--- src/rtl/bcd_to_binary.sv ---
// Four-digit packed BCD to 13-bit binary converter.
// Multiplies-and-adds one digit per clock, MSD first, saturating at 8191.
module bcd_to_binary (
  input  logic        Clock,
  input  logic        ResetN,
  input  logic        Start,
  input  logic [15:0] Bcd,
  output logic        Busy,
  output logic        Done,
  output logic [12:0] Binary,
  output logic        InvalidDigit,
  output logic        Overflow
);

  localparam int unsigned BCD_W   = 16;
  localparam int unsigned BIN_W   = 13;
  localparam int unsigned ACC_W   = 14;
  localparam int unsigned CNT_W   = 2;
  localparam int unsigned DIG_W   = 4;
  localparam int unsigned MAX_BIN = 8191;
  localparam int unsigned MAX_DIG = 9;

  typedef enum logic [1:0] {
    IDLE = 2'd0,
    RUN  = 2'd1,
    DONE = 2'd2
  } state_e;

  state_e             state_q;
  logic [BCD_W-1:0]   digits_q;
  logic [ACC_W-1:0]   acc_q;
  logic [ACC_W-1:0]   acc_d;
  logic [CNT_W-1:0]   cnt_q;
  logic [DIG_W-1:0]   digit_c;
  logic               invalid_c;
  logic               last_c;

  // Current digit, thousands first; validity judged on the captured word only.
  always_comb begin
    digit_c = '0;
    case (cnt_q)
      2'd0:    digit_c = digits_q[15:12];
      2'd1:    digit_c = digits_q[11:8];
      2'd2:    digit_c = digits_q[7:4];
      default: digit_c = digits_q[3:0];
    endcase
    invalid_c = (digits_q[15:12] > DIG_W'(MAX_DIG)) ||
                (digits_q[11:8]  > DIG_W'(MAX_DIG)) ||
                (digits_q[7:4]   > DIG_W'(MAX_DIG)) ||
                (digits_q[3:0]   > DIG_W'(MAX_DIG));
    acc_d  = ACC_W'(acc_q * ACC_W'(10)) + ACC_W'(digit_c);
    last_c = (cnt_q == CNT_W'(3));
  end

  always_ff @(posedge Clock or negedge ResetN) begin
    if (!ResetN) begin
      state_q      <= IDLE;
      digits_q     <= '0;
      acc_q        <= '0;
      cnt_q        <= '0;
      Busy         <= 1'b0;
      Done         <= 1'b0;
      Binary       <= '0;
      InvalidDigit <= 1'b0;
      Overflow     <= 1'b0;
    end else begin
      Done <= 1'b0;
      case (state_q)
        IDLE, DONE: begin
          if (Start) begin
            digits_q <= Bcd;
            acc_q    <= '0;
            cnt_q    <= '0;
            Busy     <= 1'b1;
            state_q  <= RUN;
          end else begin
            Busy    <= 1'b0;
            state_q <= IDLE;
          end
        end
        RUN: begin
          acc_q <= acc_d;
          cnt_q <= cnt_q + CNT_W'(1);
          if (last_c) begin
            state_q <= DONE;
            Busy    <= 1'b0;
            Done    <= 1'b1;
            // Invalid beats overflow; overflow saturates.
            if (invalid_c) begin
              Binary       <= '0;
              InvalidDigit <= 1'b1;
              Overflow     <= 1'b0;
            end else if (acc_d > ACC_W'(MAX_BIN)) begin
              Binary       <= BIN_W'(MAX_BIN);
              InvalidDigit <= 1'b0;
              Overflow     <= 1'b1;
            end else begin
              Binary       <= acc_d[BIN_W-1:0];
              InvalidDigit <= 1'b0;
              Overflow     <= 1'b0;
            end
          end
        end
        default: begin
          Busy    <= 1'b0;
          state_q <= IDLE;
        end
      endcase
    end
  end

endmodule

--- config.mk ---
export PLATFORM = sky130hd
export DESIGN_NAME = bcd_to_binary
export DESIGN_NICKNAME = d
export VERILOG_FILES = /design/src/rtl/bcd_to_binary.sv
export SDC_FILE = /design/constraint.sdc
export NUM_CORES = 1
export LEC_CHECK = 0
export BUFFER_PORTS_ARGS = -buffer_cell sky130_fd_sc_hd__clkbuf_2
export CORE_AREA = 4 4 102 80
export DETAILED_ROUTE_END_ITERATION = 8
export DIE_AREA = 0 0 106 84
export GPL_ROUTABILITY_DRIVEN = 0
export GPL_TIMING_DRIVEN = 0
export HOLD_SLACK_MARGIN = 0.08
export PLACE_DENSITY = 0.71
export SLEW_MARGIN = 5
export SYNTH_ARGS = -nofsm -noshare
export SYNTH_HDL_FRONTEND = slang
export SYNTH_SLANG_ARGS = --single-unit
--- constraint.sdc ---
create_clock -name Clock -period 2.9 [get_ports Clock]
set_input_delay 0.87 -clock Clock [delete_from_list [all_inputs] [get_ports Clock]]
set_output_delay 0.87 -clock Clock [all_outputs]
set_load 0.01 [all_outputs]
==> impl_metrics.py <==
metrics = {
    "critical_path": {
        "crit_arrival_ns": 3.36,
        "end_kind": "flip-flop",
        "cp_max_fo": 8,
        "critPathKind": "flip-flop to flip-flop",
        "cp.required_ns": 3.10,
        "cp-start-kind": "flip-flop",
    },
    "yosys": {
        "ys_top_cells_by_count": "dfrtp_1 (50), ha_1 (26), mux2_2 (16)",
        "yosysWarnings": 0,
        "ys_async_sr_fraction_pct": 100,
        "synth_cells": 253,
        "yosysMostFrequentCell": "dfrtp_1",
        "ys_seq_elements": 50,
        "syn_area_per_cell_um2": 11.3,
        "synth_ff_type": "dfrtp_1",
        "synth_cell_type_count": 46,
        "syn-num-nets": 300,
        "synth_edf_count": 0,
        "synth_top_area_share_pct": 43.6,
        "yosys.area.top_type": "dfrtp_1",
        "yosys-top-cells-area": "dfrtp_1 (44%), ha_1 (11%), mux2_2 (6.3%)",
        "yosysSeqAreaShare_pct": 43.6,
        "syn_area_um2": 2870,
    },
    "global_routing": {
        "grt.total_usage_pct": 15.9,
        "grt.overflow.total": 0,
        "grt_pass1_vias": 2266,
        "grt_pass1_wl_um": 11300,
        "antenna_found_initial": 0,
        "grt_max_degree": 51,
    },
    "clock_network": {
        "numCtsBuffers": 5,
        "clock-sinks": 50,
        "cts_root_buf": "clkbuf_8",
        "cts_tree": "built",
        "clkTransAtPathRegs_ns": 0.10,
        "cts_hold_buf": 0,
        "htreeDepth": 2,
        "cts_buffer_depth": 2,
        "clock_latency_ns": 0.31,
    },
    "layout": {
        "fin_area_um2": 3670,
        "nNetsFinal": 368,
        "area_growth_pct": 27.9,
        "filler_cell_count": 627,
        "final_layout_size_suffix_gt1_share_pct": 41.6,
        "final_cell_count_no_fill": 423,
        "antenna_cells": 0,
    },
    "routing": {
        "postRouteAntennaNets": 0,
        "first_iter_violations": 108,
        "via_count": 2280,
        "drc": 0,
        "vias_per_cell": 5.39,
        "wl_per_cell_um": 16.8,
        "first_pass_iters": 4,
        "wl_um": 7130,
    },
    "die": {
        "initial_core_util_pct": 40.0,
        "rows": 27,
        "die_h_um": 84,
        "die_w_um": 106,
        "core_area_um2": 7160,
        "ios": 36,
        "dieArea_um2": 8900,
    },
    "flow_run": {
        "maxCapViolCount": 0,
    },
    "timing": {
        "fin_tns_setup_ns": -3.43,
        "clock.fmax_mhz": 316,
        "fin_crit_sh_pct": 109,
        "hold_violations": 0,
        "timing.final.ws_setup_ns": -0.269,
        "skew_ns": 0.0105,
        "rsz0062_at_grt": "true",
        "worst_pin_slew_ns": 1.08,
        "final-setup-viol-count": 16,
        "max_slew_margin_pct": 28.2,
        "period_minus_slack_ns": 3.17,
        "slew_viol_final": 0,
    },
    "status": {
        "violations": "setup timing",
        "status": "finished with violations",
    },
    "placed_design": {
        "io_buffers": 35,
        "dp_cells": 389,
        "hpwlAfterDp_um": 4890,
        "postPlaceCellArea_um2": 3180,
    },
    "min_path": {
        "hp-class": "flip-flop to flip-flop",
    },
}
cells in the final DEF, fill, tap and decap left out, drive strengths merged, types with 8 or more instances in the layout:
cell,instances
a21oi,9
a22o,13
a22oi,12
buf,32
clkbuf,43
dfrtp,50
ha,26
mux2,16
nand2,26
nor2,13
o21ai,8
xnor2,9
xor2,9
flip-flops by register name, summed over array words and instances (netlist names):
register and cells:
acc_q 13, InvalidDigit 1, state_q 2, digits_q 16, Binary 13, cnt_q 2, Busy 1, Done 1
Overflow 1
timing repair:
item,4_1_cts,5_1_grt
endpoints found under the setup margin,16,22
pin swaps,12,25
gates resized for setup,13,23
setup buffers,12,13
cloned,1,0
path summary, 6_finish.rpt:
path / to / startpoint / slack (ns) / cells past startpoint
max in group asynchronous: cnt_q[0] / ResetN / 1.43 / 1
worst max register to register: Binary[5] / cnt_q[0] / -0.27 / 15
min in group asynchronous: Binary[11] / ResetN / 0.75 / 1
worst min register to register: Overflow / Overflow / 0.50 / 2
worst max-delay path: Binary[5] / cnt_q[0] / -0.27 / 15
worst min-delay path: Overflow / Overflow / 0.50 / 2
layout make-up:
type                    instances  area [µm²]  share of cell area (%)
flip-flops and latches         50        1250                    34.1
multi-input cells             189        1700                    46.3
plain buffers                   8        47.5                    1.30
clock inverters                 2        37.5                    1.02
inverters                       6        26.3                   0.716
well taps                     101         126                    3.44
repair buffers                 61         407                    11.1
clock buffers                   6        72.6                    1.98
layer usage:
metal	vias up	wire [µm]	global-route usage (%)
li1	1060	-	-
met1	1147	3320	22.6
met2	60	3310	24.7
met3	13	413	3.87
met4	0	83	3.06
met5	-	0	0
cells by family after synthesis:
logic type | after synthesis | synth area share [%]
AOI/OAI and AO/OA | 61 | 16.2
xor gates and xnor gates | 18 | 5.76
adders and majority gates | 28 | 12.7
buffers and inverters | 14 | 2.31
DFF | 50 | 43.6
muxes | 18 | 7.11
and+or+nand+nor | 64 | 12.2
through the flow:
step                      util [%]  worst slack (ns)  hold slack, ns
after floorplan                  -           -0.0677           0.454
after global placement        44.4            -0.395           0.473
after detailed placement      44.4            -0.445           0.481
after CTS                     48.4            -0.246           0.505
after global routing          51.2            -0.397           0.528
final                         51.2            -0.269           0.503
critical path, cell delays in order, from the launching register on:
cell and delay (ns):
dfrtp_2 0.47, buf_4 0.15, ha_2 0.20, clkinvlp_4 0.13, nor2_1 0.06, a21oi_1 0.18
ha_2 0.25, fa_2 0.23, a21oi_2 0.09, nor2_4 0.14, nand4_4 0.13, nor4b_4 0.36
mux2i_4 0.33, buf_12 0.15, buf_8 0.13, nand2_2 0.04
Power is left out: the tool's default activity adds up to more than one toggle a clock period on the data nets, which glitch-free logic cannot reach.
